--- config.mk ---
export PLATFORM = sky130hd
export DESIGN_NAME = multicycle_control
export DESIGN_NICKNAME = d
export VERILOG_FILES = /design/src/rtl/multicycle_control.sv
export SDC_FILE = /design/constraint.sdc
export NUM_CORES = 1
export LEC_CHECK = 0
export ABC_AREA = 1
export BUFFER_PORTS_ARGS = -buffer_cell sky130_fd_sc_hd__clkbuf_2
export CELL_PAD_IN_SITES_DETAIL_PLACEMENT = 0
export CELL_PAD_IN_SITES_GLOBAL_PLACEMENT = 1
export CORE_AREA = 10 10 83 85
export CTS_BUF_LIST = sky130_fd_sc_hd__clkbuf_2 sky130_fd_sc_hd__clkbuf_4 sky130_fd_sc_hd__clkbuf_8
export CTS_CLUSTER_DIAMETER = 80
export DETAILED_ROUTE_END_ITERATION = 12
export DIE_AREA = 0 0 93 95
export PLACE_DENSITY = 0.91
export SETUP_SLACK_MARGIN = 0.3
export SLEW_MARGIN = 10
export SYNTH_ARGS = -nofsm -noshare
export SYNTH_HDL_FRONTEND = slang
export SYNTH_SLANG_ARGS = --single-unit
--- constraint.sdc ---
create_clock -name clk_i -period 3.8 [get_ports clk_i]
set_input_delay 0.38 -clock clk_i [delete_from_list [all_inputs] [get_ports clk_i]]
set_output_delay 0.38 -clock clk_i [all_outputs]
set_load 0.01 [all_outputs]
--- src/rtl/multicycle_control.sv ---
// multicycle_control: RV32I multi-cycle control FSM.
// Sequences FETCH/DECODE/EXEC/MEM/WB with wait-state timeouts and a sticky trap.
module multicycle_control #(
   parameter int ADDRESS_WIDTH = 32,
   parameter int MEM_TIMEOUT   = 15
) (
   input  logic                     clk_i,
   input  logic                     rst_ni,
   output logic                     imem_req_o,
   input  logic                     imem_ack_i,
   input  logic [ADDRESS_WIDTH-1:0] instr_i,
   output logic                     dmem_req_o,
   output logic                     dmem_we_o,
   output logic [2:0]               dmem_size_o,
   input  logic                     dmem_ack_i,
   input  logic                     eq_i,
   input  logic                     lt_i,
   input  logic                     ltu_i,
   output logic                     regWrite_en_o,
   output logic [3:0]               ALUctrl_o,
   output logic                     ALUsrc_o,
   output logic [2:0]               IMMctrl_o,
   output logic [1:0]               PCsrc_o,
   output logic                     pc_en_o,
   output logic                     trap_o,
   output logic [1:0]               trap_cause_o
);

   typedef enum logic [2:0] {
      S_FETCH, S_DECODE, S_EXEC, S_MEM, S_WB, S_TRAP
   } state_t;

   localparam logic [6:0] OP_LUI   = 7'b0110111;
   localparam logic [6:0] OP_AUIPC = 7'b0010111;
   localparam logic [6:0] OP_JAL   = 7'b1101111;
   localparam logic [6:0] OP_JALR  = 7'b1100111;
   localparam logic [6:0] OP_BR    = 7'b1100011;
   localparam logic [6:0] OP_LD    = 7'b0000011;
   localparam logic [6:0] OP_ST    = 7'b0100011;
   localparam logic [6:0] OP_IMM   = 7'b0010011;
   localparam logic [6:0] OP_REG   = 7'b0110011;
   localparam logic [6:0] OP_FENCE = 7'b0001111;
   localparam logic [6:0] OP_SYS   = 7'b1110011;

   localparam logic [7:0] TO_LAST = 8'(MEM_TIMEOUT - 1);

   state_t                   r_state, w_state_nxt;
   logic [ADDRESS_WIDTH-1:0] r_instr;
   logic [7:0]               r_cnt, w_cnt_nxt;
   logic [1:0]               r_cause, w_cause_nxt;
   logic                     w_instr_ld;

   logic [6:0] w_opc;
   logic [2:0] w_f3;
   logic [6:0] w_f7;
   logic       w_alt;
   logic       w_legal;
   logic       w_taken;
   logic       w_timeout;
   logic [3:0] w_alu;
   logic       w_src;
   logic [2:0] w_imm;
   logic       w_unused;

   assign w_opc     = r_instr[6:0];
   assign w_f3      = r_instr[14:12];
   assign w_f7      = r_instr[31:25];
   assign w_alt     = r_instr[30];
   assign w_timeout = (r_cnt == TO_LAST);
   assign w_unused  = ^{r_instr[24:15], r_instr[11:7]};

   // funct3 maps to the same op for R and I forms; only R uses bit 30 for sub
   function automatic logic [3:0] f_alu(input logic [2:0] f3,
                                        input logic alt,
                                        input logic is_reg);
      logic [3:0] op;
      unique case (f3)
         3'b000:  op = (is_reg && alt) ? 4'b0001 : 4'b0000;
         3'b001:  op = 4'b0111;
         3'b010:  op = 4'b0101;
         3'b011:  op = 4'b0110;
         3'b100:  op = 4'b0100;
         3'b101:  op = alt ? 4'b1001 : 4'b1000;
         3'b110:  op = 4'b0011;
         default: op = 4'b0010;
      endcase
      return op;
   endfunction

   always_comb begin
      w_alu = 4'b0000;
      w_src = 1'b1;
      w_imm = 3'b000;
      case (w_opc)
         OP_REG: begin
            w_alu = f_alu(w_f3, w_alt, 1'b1);
            w_src = 1'b0;
         end
         OP_IMM:   w_alu = f_alu(w_f3, w_alt, 1'b0);
         OP_LUI: begin
            w_alu = 4'b1010;
            w_imm = 3'b011;
         end
         OP_AUIPC: w_imm = 3'b011;
         OP_JAL:   w_imm = 3'b100;
         OP_BR: begin
            w_alu = 4'b0001;
            w_src = 1'b0;
            w_imm = 3'b010;
         end
         OP_ST:    w_imm = 3'b001;
         default:  w_alu = 4'b0000;
      endcase
   end

   always_comb begin
      w_legal = 1'b0;
      case (w_opc)
         OP_LUI, OP_AUIPC, OP_JAL, OP_JALR,
         OP_IMM, OP_FENCE, OP_SYS: w_legal = 1'b1;
         OP_REG: w_legal = (w_f7 == 7'b0000000) || (w_f7 == 7'b0100000);
         OP_LD:  w_legal = (w_f3 != 3'b011) && (w_f3 != 3'b110) &&
                           (w_f3 != 3'b111);
         OP_ST:  w_legal = (w_f3 <= 3'b010);
         OP_BR:  w_legal = (w_f3 != 3'b010) && (w_f3 != 3'b011);
         default: w_legal = 1'b0;
      endcase
   end

   always_comb begin
      case (w_f3)
         3'b000:  w_taken = eq_i;
         3'b001:  w_taken = !eq_i;
         3'b100:  w_taken = lt_i;
         3'b101:  w_taken = !lt_i;
         3'b110:  w_taken = ltu_i;
         3'b111:  w_taken = !ltu_i;
         default: w_taken = 1'b0;
      endcase
   end

   always_comb begin
      w_state_nxt = r_state;
      w_cause_nxt = r_cause;
      w_instr_ld  = 1'b0;
      w_cnt_nxt   = 8'd0;
      case (r_state)
         S_FETCH: begin
            if (imem_ack_i) begin
               w_instr_ld  = 1'b1;
               w_state_nxt = S_DECODE;
            end else if (w_timeout) begin
               w_state_nxt = S_TRAP;
               w_cause_nxt = 2'b10;
            end else begin
               w_cnt_nxt = r_cnt + 8'd1;
            end
         end
         S_DECODE: begin
            if (w_legal) begin
               w_state_nxt = S_EXEC;
            end else begin
               w_state_nxt = S_TRAP;
               w_cause_nxt = 2'b01;
            end
         end
         S_EXEC: begin
            case (w_opc)
               OP_LD, OP_ST:            w_state_nxt = S_MEM;
               OP_BR, OP_FENCE, OP_SYS: w_state_nxt = S_FETCH;
               default:                 w_state_nxt = S_WB;
            endcase
         end
         S_MEM: begin
            if (dmem_ack_i) begin
               w_state_nxt = (w_opc == OP_LD) ? S_WB : S_FETCH;
            end else if (w_timeout) begin
               w_state_nxt = S_TRAP;
               w_cause_nxt = 2'b10;
            end else begin
               w_cnt_nxt = r_cnt + 8'd1;
            end
         end
         S_WB:    w_state_nxt = S_FETCH;
         default: w_state_nxt = S_TRAP;
      endcase
   end

   always_ff @(posedge clk_i) begin
      if (!rst_ni) begin
         r_state <= S_FETCH;
         r_instr <= '0;
         r_cnt   <= 8'd0;
         r_cause <= 2'b00;
      end else begin
         r_state <= w_state_nxt;
         r_cnt   <= w_cnt_nxt;
         r_cause <= w_cause_nxt;
         if (w_instr_ld) r_instr <= instr_i;
      end
   end

   // every output is held low while reset is asserted
   always_comb begin
      imem_req_o    = 1'b0;
      dmem_req_o    = 1'b0;
      dmem_we_o     = 1'b0;
      dmem_size_o   = 3'b000;
      regWrite_en_o = 1'b0;
      ALUctrl_o     = 4'b0000;
      ALUsrc_o      = 1'b0;
      IMMctrl_o     = 3'b000;
      PCsrc_o       = 2'b00;
      pc_en_o       = 1'b0;
      trap_o        = 1'b0;
      trap_cause_o  = 2'b00;
      if (rst_ni) begin
         ALUctrl_o    = w_alu;
         ALUsrc_o     = w_src;
         IMMctrl_o    = w_imm;
         trap_cause_o = r_cause;
         case (r_state)
            S_FETCH: imem_req_o = 1'b1;
            S_EXEC: begin
               if (w_opc == OP_BR) begin
                  pc_en_o = 1'b1;
                  PCsrc_o = w_taken ? 2'b01 : 2'b00;
               end else if (w_opc == OP_FENCE || w_opc == OP_SYS) begin
                  pc_en_o = 1'b1;
               end
            end
            S_MEM: begin
               dmem_req_o  = 1'b1;
               dmem_we_o   = (w_opc == OP_ST);
               dmem_size_o = w_f3;
               pc_en_o     = dmem_ack_i && (w_opc == OP_ST);
            end
            S_WB: begin
               regWrite_en_o = 1'b1;
               pc_en_o       = 1'b1;
               if (w_opc == OP_JAL)       PCsrc_o = 2'b01;
               else if (w_opc == OP_JALR) PCsrc_o = 2'b10;
            end
            S_TRAP:  trap_o = 1'b1;
            default: trap_o = 1'b0;
         endcase
      end
   end

endmodule

# ---- Yosys cells after proc, flatten, opt, wreduce, memory -nomap -nowiden
# Cells that the tools add are included.
dict set report word_totals {
  input_bits 39
  wordCells 110
  output_inout_bits 21
  ff_bits 45
}
dict set report op_classes {
  addsub 1
  eq_ne 32
  reduce_logical 19
  n_mux 53
  magnitude_cmp 1
}
# operator count
set ops {}
lappend ops {{4-bit case mux with 7 select lines} 2}
lappend ops {{7-bit by 6-bit == test with 1-bit output (second input constant)} 4}
lappend ops {{7-bit == test (second input constant)} 4}
lappend ops {{3-bit 2-to-1 mux} 8}
lappend ops {{8-bit 2-to-1 mux} 3}
lappend ops {{1-bit 2-to-1 mux} 21}
lappend ops {{3-bit == test (second input constant)} 6}
lappend ops {{2-bit 2-to-1 mux} 8}
lappend ops {{4-bit case mux with 4 select lines} 1}
lappend ops {{8-bit case mux with 2 select lines} 1}
lappend ops {{3-bit case mux with 5 select lines} 1}
lappend ops {{7-bit by 5-bit == test with 1-bit output (second input constant)} 2}
lappend ops {{3-bit by 2-bit == test with 1-bit output (second input constant)} 4}
lappend ops {{3-bit case mux with 4 select lines} 1}
lappend ops {{8-bit by 1-bit adder with 8-bit output (second input constant)} 1}
lappend ops {{8-bit by 4-bit == test with 1-bit output (second input constant)} 1}
lappend ops {{7-bit by 2-bit == test with 1-bit output (second input constant)} 1}
lappend ops {{7-bit by 4-bit == test with 1-bit output (second input constant)} 1}
lappend ops {{7-bit logical NOT} 1}
lappend ops {{7-bit OR reduction} 1}
lappend ops {{3-bit by 1-bit == test with 1-bit output (second input constant)} 2}
lappend ops {{3-bit logical NOT} 2}
lappend ops {{2-bit != test (second input constant)} 3}
lappend ops {{3-bit by 2-bit != test with 1-bit output (second input constant)} 2}
lappend ops {{16 further kinds} 25}

# ---- Longest topological paths before layout
# Gate-level depths: netlist of run 1.
dict set report depth {
  word_depth 6
  ltp_mapped 12
  ltp_nobuf 12
}

# ---- Worst setup path after synthesis of run 1
# Ideal clock, no wire load.
dict set report synth_path {
  kind {register to output}
  startpoint {register r_instr[1]}
  endpoint {output ALUctrl_o[0]}
  required_ps 3420
  n_path_buf 0
  path_stages_with_launch 11
  path_slack_ps 2271
  t_arrival_ps 1149
  cell_sequence {dfxtp_1 nand2_2 inv_1 nand2_1 nor2_1 nand3_1 o31ai_1 nand2_1 nand3_1 nand3_1 inv_1}
}
dict set report synth_between {
  elab_chain_len 3
  word_cells_on_any_way 6
  classes_between {eq/ne: 4; mux: 2}
}
# item line
set synth_lines {}
lappend synth_lines {{start, declared} 48} ;# logic [ADDRESS_WIDTH-1:0] r_instr;
lappend synth_lines {{start signal, assigned} 199} ;# if (w_instr_ld) r_instr <= instr_i;
lappend synth_lines {{7-bit == test (tied with other cells)} 94} ;# case (w_opc)
lappend synth_lines {{4-bit case mux with 4 select lines *} 94}
lappend synth_lines {{4-bit 2-to-1 mux *} 217} ;# if (rst_ni) begin
lappend synth_lines {{end, declared} 20} ;# output logic [3:0] ALUctrl_o,
# Every way passes the cells marked *; elsewhere a longest branch is shown, timed or not.

# ---- Final worst setup path of run 1
dict set report layout_path {
  startpoint {register r_instr[0]}
  endpoint {output ALUctrl_o[0]}
}
# The elaborated chain is that of the path after synthesis.

==> summary.txt, run 1 <==
Logic synthesis
  • Yosys warns: 0
  • Sequential-to-total area share from yosys stat: 0.3336
  • Mean Syn Cell Area: 6.430 um2
  • Post-synthesis register bit count: 30
  • Cells after Synth: 280
  • Library cells used by synthesis: 29
  • Post-Synthesis Cell Area: 1800 um2
  • Syn nets: 321

STA
  • Final hold violation count: 0
  • Fin crit share: 0.5584
  • Setup TNS: 0 ps
  • Clock Skews: 8.188 ps
  • Max Freq: 471.2 MHz
  • Slew HR: 0.5146
  • RSZ-0062 raised after global routing: no
  • Worst-Margin Slew: around 730 ps
  • Post-route minimum period: 2122 ps
  • Final slew viol count: 0
  • Final setup vio count: 0

Floorplan
  • Die Wd: approximately 93 um
  • CORE AREA: 5338 um2
  • Die ar.: 8835 um2
  • Num ports: 60
  • Starting density of the core: 0.3373
  • Die Y: 95 um
  • Cell row count: 27

Setup path
  • Crit path DAT: 1740 ps
  • Worst path cell trace: nand2_2 -> inv_1 -> nand2_1 -> nor2_1 -> nand3_1 -> o31ai_1 -> nand2_1 -> nand3_1 -> nand3_1 -> inv_1 -> clkbuf_2
  • Slowest CP cell: dfxtp_1
  • Worst r2r src: r_state[0]
  • Reg-to-reg critical path endpoint: r_cause[0]
  • Largest stage delay, worst path: 350 ps
  • Worst Setup Path Type: reg2out
  • Worst Setup EP: ALUctrl_o[0]
  • Crit-path most repeated cell: nand3_1
  • Reg2Reg Depth: 9
  • Crit Path Max Fanout: 4
  • Critical path startpoint: r_instr[0]
  • CP endpoint kind: primary output
  • WP buf/inv: 3
  • Stages on the worst setup path: 11
  • Worst EP required: between 3000 and 4000 ps
  • Critical Path Start Type: register
  • Worst path top cell family by delay: simple AND/OR/NAND/NOR gates
  • Reg2Reg Setup Slack: 2260 ps

Final layout
  • Most frequent cells in the layout: nand2_1 (55), clkbuf_2 (44), nor2_1 (41)
  • Synthesis-to-layout area growth: 19.18%
  • Nets: ~370
  • Commonest non-fill, non-tap cell in the layout: nand2_1
  • Fillers: 606
  • Final core utilization: 0.4020
  • Layout cells sized above 1: 0.2253
  • N_diodes: 0

GRT
  • Pin count of the biggest net entering global routing: 29
  • Gr ovfl total: 0
  • Total track usage: 0.1157
  • First-pass GRT wire length: 8383 um
  • Initial antenna violation count: 0
  • Vias in the first global route: 1922

Clocking
  • Latest clock arrival within the worst-skew pair: 280 ps
  • CTS resizes: 0
  • CTS sink count: 30
  • # hold bufs at CTS: 0
  • # H-tree levels: 2
  • Post-CTS Setup Inserts: 0
  • Clock-pin transition on the worst setup and hold timing paths: 60 ps
  • CTS tree: built
  • TritonCTS Buffers: 5
  • CTS Root Cell: clkbuf_8
  • CTS max path bufs: 2

Power
  • Peak VDD IR: 0.1571 mV
  • Leak pwr: slightly below 1 nW
  • Power density over cell area: 385.5 nW/um2

Min path
  • Hold Crit Class: in2reg

Detailed routing
  • Vias post-DR: 1919
  • Post-route ant nets: 0
  • Routed len/inst: 12.28 um
  • Pre-Repair DR Iteration Count: 4
  • Drt drc: 0
  • Routed WL: 4864 um
  • DRT iter0 DRCs: 150
  • Via/cell ratio: 4.846

Placed design
  • Detailed Place HPWL: 3744 um
  • Routability cong.: 0.8576
  • I/O Buffers: 44

Status
  • Status: finished, final reports clean

Run
  • Max cap viols: 0
-- Yosys cell counts, drive strengths merged --
cell / instances / area [um2]
o21ai: 16 / 80.08
nor3b: 1 / 7.510
nor2: 46 / 195.2
xnor2: 1 / 8.760
o31ai: 2 / 15.01
a31oi: 1 / 6.260
and3: 1 / 6.260
a21oi: 30 / 153.9
o22ai: 2 / 12.51
a21boi: 1 / 7.510
clkbuf: 2 / 7.510
nor3: 8 / 40.04
buf: 5 / 36.28
dfxtp: 30 / 600.6
nand2: 62 / 255.2
nand4: 6 / 37.54
inv: 30 / 112.6
xor2: 2 / 17.52
nand3: 32 / 175.2
ha: 2 / 25.02
-- cell families (layout without fill, tap and decap cells) --
| group | count (synthesis) | count (layout) | share of synthesized area |
|---|---|---|---|
| flip-flops | 30 | 30 | 0.3336 |
| AO/OA/AOI/OAI | 52 | 52 | 0.1529 |
| buffers and inverters | 37 | 81 | 0.08687 |
| XOR/XNOR | 3 | 3 | 0.01460 |
| AND/OR/NAND/NOR | 156 | 156 | 0.3982 |
| adder cells (fa/ha/maj) | 2 | 2 | 0.01390 |
-- layer usage --
metal | GRT usage | vias up | wire length (um)
met1 | 0.1336 | 843 | 2202
met4 | 0.04756 | 0 | 86
li1 | - | 1014 | -
met5 | 0 | - | 0
met2 | 0.1992 | 54 | 2391
met3 | 0.03013 | 8 | 184
-- worst register-to-register path: stages (launching register included) --
cell	delay [ps]
dfxtp_1	430
inv_1	100
nand3_2	130
inv_2	110
nand2_4	240
nand2_1	90
nor2_1	150
nand2_2	80
nand2_1	50
nand2_1	40
-- metrics by stage --
step	power (mW)	std cells	area (um2)	hold WS, ps	setup WS [ps]
floorplan	0.5388	280	1800	428.6	2271
global placement	0.5896	389	2067	444.2	1711
detailed placement	0.5912	389	2067	450.3	1724
CTS	0.8331	396	2146	342.7	1658
global route	0.8855	396	2146	350.1	1465
finish	0.8271	396	2146	349.9	1678
-- report_power, final --
part | leakage [nW] | internal [mW] | switching, mW | total (mW)
sequential | 0.246 | 0.348 | 0.0327 | 0.381
clock | 0.0438 | 0.123 | 0.119 | 0.242
combinational | 0.704 | 0.0672 | 0.138 | 0.205
total | 0.993 | 0.538 | 0.289 | 0.827
-- worst min path at each step --
| stage | from | to | slack, ps | cells after the start |
|---|---|---|---|---|
| finish | instr_i[31] | r_instr[31] | 350 | 3 |
| global placement | r_instr[27] | r_instr[27] | 440 | 2 |
| global route | instr_i[29] | r_instr[29] | 350 | 3 |
| floorplan | r_instr[27] | r_instr[27] | 430 | 2 |
| CTS | instr_i[29] | r_instr[29] | 340 | 3 |
| detailed placement | r_cause[1] | r_cause[1] | 450 | 2 |
-- state kept, by name, summed over array words and instances, names as in the netlist --
register	count
r_state	3
r_instr	17
r_cause	2
r_cnt	8
-- area by class of cell --
type / instances / area [um2] / area share
repair buffers: 44 / 220.2 / 0.1026
clock buffers: 5 / 68.82 / 0.03207
flip-flops and latches: 30 / 600.6 / 0.2799
inverters: 30 / 112.6 / 0.05248
well taps: 72 / 90.09 / 0.04198
multi-input cells: 213 / 1044 / 0.4863
clock inverters: 2 / 10.01 / 0.004665
(Power assumes the default switching activity.)
==> inputs of run 2 (changes only) <==
clock period = 2.1 ns   (was 3.8 ns; I/O delays follow)
==> run 2 against run 1 <==
Sequential share of layout area shrank 2.3 points. Count of clock-buffer cells in the layout increased by 1. Highest routed layer unchanged. Largest power group unchanged. Hold slack worse by 180 ps. Die area unchanged. Sequential cell count stayed put. Largest cell class unchanged. Combinational power rose by 100%. Setup slack worse by 1400 ps.
==> summary.txt, run 2 (synthesis results as in run 1) <==
Placed design
  • Routability cong.: 0.8973
  • Dpl cells: 391
  • I/O Buffers: 44
  • Detailed Place HPWL: 3807 um

Floorplan
  • CORE AREA: ~5300 um2
  • Die ar.: 8835 um2
  • Num ports: 60
  • Die Wd: 93 um
  • Cell row count: 27
  • Die Y: 95 um
  • Starting density of the core: 0.3373

GRT
  • Initial antenna violation count: 0
  • First-pass GRT wire length: 8376 um
  • Total track usage: 0.1161
  • Vias in the first global route: 1835
  • Gr ovfl total: 0
  • Pin count of the biggest net entering global routing: 29

Power
  • Switching fraction of total power: 0.3214
  • Combinational share of power: 0.241
  • Leak pwr: 1.117 nW
  • Net switching power: 0.5502 mW
  • Power density over cell area: 715.9 nW/um2
  • Peak VDD IR: 0.4517 mV
  • Power, Total: 1.712 mW
  • Pint: 1.162 mW
  • Clock share of power: 0.347
  • Sequential power share: 0.412

Final layout
  • Largest regs: r_instr x17, r_cnt x8, r_state x3
  • Synthesis-to-layout area growth: 32.80%
  • Most frequent cells in the layout: nand2_1 (51), clkbuf_2 (42), nor2_1 (36)
  • Area of the multi-input gates: 1134 um2
  • Nets: between 300 and 400
  • Top reg by flops: r_instr
  • Commonest non-fill, non-tap cell in the layout: nand2_1
  • Register area: 614.3 um2
  • Layout cells sized above 1: 0.3353
  • Non-Filler Instances: 409
  • Final core utilization: 0.4480
  • Fillers: between 500 and 600
  • N_diodes: 0
  • Max FFs per register: 17

Run
  • Max cap viols: 0

Detailed routing
  • Vias post-DR: slightly below 2k
  • Via/cell ratio: around 4.8
  • DRT iter0 DRCs: 167
  • Pre-Repair DR Iteration Count: 4
  • Routed len/inst: 12.38 um
  • Drt drc: 0
  • Post-route ant nets: 0
  • Routed WL: 5063 um

Clocking
  • Latest clock arrival within the worst-skew pair: 280 ps
  • CTS sink count: 30
  • CTS tree: built
  • Clock-pin transition on the worst setup and hold timing paths: 60 ps
  • CTS Root Cell: clkbuf_8
  • # H-tree levels: 2
  • TritonCTS Buffers: 5
  • CTS max path bufs: 2
  • # hold bufs at CTS: 0

Setup path
  • CP endpoint kind: primary output
  • Worst path cell trace: nand2_2 -> nor2_4 -> nand2_4 -> nand3_1 -> a21oi_1 -> a21oi_2 -> buf_2
  • Slowest CP cell: dfxtp_2
  • Reg2Reg Depth: 9
  • Crit path DAT: 1570 ps
  • Worst r2r src: r_state[0]
  • Critical path startpoint: r_instr[5]
  • Worst Setup EP: pc_en_o
  • Critical Path Start Type: register
  • Worst EP required: 1890 ps
  • Reg2Reg Setup Slack: 540 ps
  • Largest stage delay, worst path: 410 ps
  • Worst Setup Path Type: reg2out
  • Reg-to-reg critical path endpoint: r_cause[0]
  • Crit Path Max Fanout: 7

STA
  • Worst-Margin Slew: 336.9 ps
  • Hold_ws: 173.8 ps
  • Post-route minimum period: 1777 ps
  • Final setup vio count: 0
  • Clock Skews: between 8 and 9 ps
  • Fin crit share: 0.8461
  • Setup TNS: 0 ps
  • RSZ-0062 raised after global routing: yes
  • Slew HR: 0.7752
  • Final slew viol count: 0
  • Max Freq: around 560 MHz
  • Final hold violation count: 0

Status
  • Status: finished, final reports clean

Min path
  • Hold Crit Class: in2reg
[run 2: changes by cell type in the layout (fill, tap and decap cells not counted), sizes merged]
cell,before,now
clkinv,2,0
bufinv,0,1
clkbuf,49,48
buf,0,15
[run 2: timing repair]
action                                  4_1_cts  5_1_grt
setup buffers                                 4        7
pin swaps                                     4        8
endpoints found under the setup margin        3        6
resized for setup                            14       24
[run 2: how the worst min path moves through the flow]
| stage | startpoint | endpoint | slack, ps | depth (start not counted) |
|---|---|---|---|---|
| floorplan | rst_ni | r_instr[12] | 350 | 2 |
| global placement | r_instr[27] | r_instr[27] | 440 | 2 |
| detailed placement | r_instr[28] | r_instr[28] | 450 | 2 |
| CTS | instr_i[5] | r_instr[5] | 170 | 3 |
| global route | instr_i[5] | r_instr[5] | 170 | 3 |
| finish | instr_i[5] | r_instr[5] | 170 | 3 |
[run 2: metrics by stage]
| step | worst slack (ps) | instance area, um2 |
|---|---|---|
| 5_1_grt | 217.3 | 2391 |
| 3_3_place_gp | 452.9 | 2082 |
| 2_1_floorplan | 741.0 | 1800 |
| 4_1_cts | 274.3 | 2260 |
| 6_report | 323.2 | 2391 |
| 3_5_place_dp | 458.2 | 2082 |
[run 2: cell type report]
class,count,area share
multi-input combinational,213,0.4741
clock inverter,1,0.01256
tap,72,0.03768
inverter,30,0.04710
timing repair buffer,57,0.1371
clock buffer,6,0.03454
sequential,30,0.2569
[run 2: power groups by stage]
stage / registers [mW] / logic, mW / clock network [mW]
finish: 0.704 / 0.413 / 0.594
global route: 0.714 / 0.475 / 0.635
CTS: 0.694 / 0.382 / 0.603
detailed placement: 0.701 / 0.373 / 0
global placement: 0.699 / 0.371 / 0
floorplan: 0.682 / 0.293 / 0
[run 2: routing by layer]
metal	GRT usage	up-vias	share of wire
li1	-	1038	-
met1	0.1360	873	0.44
met2	0.1992	42	0.51
met3	0.02855	7	0.040
met4	0.04627	0	0.013
met5	0	-	0
[run 2: critical path, delay by kind of cell, from the launching register on]
family	cells	cell delay [ps]
AOI/OAI and AO/OA	2	230
buffers and inverters	1	150
DFF	1	410
and+or+nand+nor	4	500
==> inputs of run 3 (changes only) <==
clock period = 1.71 ns   (was 2.1 ns; I/O delays follow)
==> run 3 against run 2 <==
Critical endpoint unchanged. Register-to-register slack got worse by 440 ps. Clock skew up 1.6 ps. Design area increased by 13%. Via count rose by 5.5%. First-iteration DRC count is 3.0% higher. Clock power shrank 8.8%.
==> summary.txt, run 3 (synthesis results as in run 1) <==
Setup path
  • Crit Path Max Fanout: 4
  • Worst r2r src: r_instr[3]
  • CP endpoint kind: primary output
  • Crit path DAT: 1530 ps
  • Reg-to-reg critical path endpoint: r_cause[0]
  • Reg2Reg Depth: 14
  • Worst EP required: 1540 ps
  • Critical Path Start Type: register
  • Reg2Reg Setup Slack: 100 ps
  • Worst Setup Path Type: reg2out

STA
  • Worst-Margin Slew: around 380 ps
  • Final slew viol count: 0
  • Max Freq: 586.7 MHz
  • Fin crit share: 0.9968
  • Setup TNS: 0 ps
  • Final hold violation count: 0
  • Slew HR: 0.7466
  • Final setup vio count: 0
  • Post-route minimum period: 1705 ps
  • Clock Skews: 10.37 ps
  • RSZ-0062 raised after global routing: yes
  • Slack of the critical path: 5.406 ps

Min path
  • Hold Crit Class: in2reg
  • Hold Startpoint: instr_i[1]
  • Min-Delay Endpoint: r_instr[1]
  • Hold depth: 3

Final layout
  • Largest regs: r_instr x17, r_cnt x8, r_state x3
  • Synthesis-to-layout area growth: 50.03%
  • N_diodes: 0
  • Fin area: between 2000 and 3000 um2
  • Nets: 390
  • Top reg by flops: r_instr
  • Fillers: approximately 540
  • Layout cells sized above 1: 0.4585
  • Non-Filler Instances: 421
  • Max FFs per register: 17
  • Most frequent cells in the layout: nand2_1 (46), clkbuf_2 (28), nor2_1 (26)
  • Commonest non-fill, non-tap cell in the layout: nand2_1

Run
  • Max cap viols: 0

Placed design
  • Area after DPL: 2097 um2
  • I/O Buffers: 44
  • Routability cong.: 0.8997
  • Detailed Place HPWL: 3765 um
  • Post-Place Setup Slack: approximately 120 ps
  • Dpl cells: just under 400

Detailed routing
  • Drt drc: 0
  • Routed WL: 5728 um
  • Routed len/inst: 13.61 um
  • Post-route ant nets: 0
  • Vias post-DR: 2067
  • Via/cell ratio: 4.910
  • Pre-Repair DR Iteration Count: 4
  • DRT iter0 DRCs: ~170

Clocking
  • CTS tree: built
  • CTS sink count: 30
  • # hold bufs at CTS: 0
  • TritonCTS Buffers: 5
  • CTS max path bufs: 2
  • CTS Root Cell: clkbuf_8
  • Clock-pin transition on the worst setup and hold timing paths: 60 ps
  • Latest clock arrival within the worst-skew pair: around 280 ps
  • # H-tree levels: 2

Floorplan
  • Die Y: 95 um
  • Die ar.: ~8800 um2
  • Starting density of the core: 0.3373
  • Die Wd: 93 um
  • Num ports: 60
  • CORE AREA: 5338 um2
  • Cell row count: 27

Power
  • Power density over cell area: 768.7 nW/um2
  • Power, Total: a little over 2 mW
  • Peak VDD IR: approximately 0.45 mV
  • Leak pwr: 1.234 nW

GRT
  • Pin count of the biggest net entering global routing: 29
  • Vias in the first global route: 1924
  • First-pass GRT wire length: 8749 um
  • Initial antenna violation count: 0
  • Total track usage: 0.1208
  • Gr ovfl total: 0

Status
  • Status: finished, final reports clean
-- run 3: repair_timing --
| action | CTS | global route |
|---|---|---|
| buffers inserted | 15 | 6 |
| resized for setup | 71 | 57 |
| endpoints found under the setup margin | 19 | 41 |
| pin swaps | 13 | 16 |
-- run 3: worst max path at each step --
stage / end / slack, ps / start
after floorplan: ALUctrl_o[0] / 390 / r_instr[1]
after global placement: ALUctrl_o[0] / 170 / r_instr[14]
after detailed placement: ALUctrl_o[0] / 120 / r_instr[1]
after CTS: ALUctrl_o[0] / 10 / r_instr[3]
after global routing: PCsrc_o[0] / -120 / r_instr[3]
final: pc_en_o / 5 / r_instr[0]
-- run 3: critical path, stage by stage (launching register included) --
cell and delay [ps]:
dfxtp_2 350, nand2_4 90, nor2_1 200, nand2_1 140, nand3_2 110, a21oi_2 60, a21oi_2 160, buf_2 160
-- run 3: per-stage QoR --
stage / util / hold WS, ps
floorplan: - / 309.4
global placement: 0.3929 / 428.0
detailed placement: 0.3929 / 430.7
CTS: 0.4702 / 135.8
global route: 0.5061 / 143.1
finish: 0.5061 / 136.8
-- run 3: cell type report --
| type | instances | area (um2) | area share |
|---|---|---|---|
| Timing Repair Buffer | 69 | 455.4 | 0.1686 |
| Multi-Input combinational cell | 213 | 1292 | 0.4785 |
| Clock buffer | 5 | 68.82 | 0.02547 |
| Inverter | 30 | 145.1 | 0.05373 |
| Tap cell | 72 | 90.09 | 0.03335 |
| Sequential cell | 30 | 639.4 | 0.2367 |
| Clock inverter | 2 | 10.01 | 0.003705 |
-- run 3: where the power goes --
group          leakage, nW  internal [mW]  switching, mW  total [mW]
sequential           0.253          0.785          0.107       0.892
combinational        0.937          0.248          0.395       0.643
clock               0.0438          0.273          0.269       0.542
total                 1.23           1.31          0.771        2.08
-- run 3: routing by layer --
layer,global-route usage,vias to the layer above,share of wire
met5,0,-,0
met2,0.2079,67,0.53
li1,-,1066,-
met3,0.02617,18,0.046
met4,0.05398,0,0.027
met1,0.1408,916,0.40
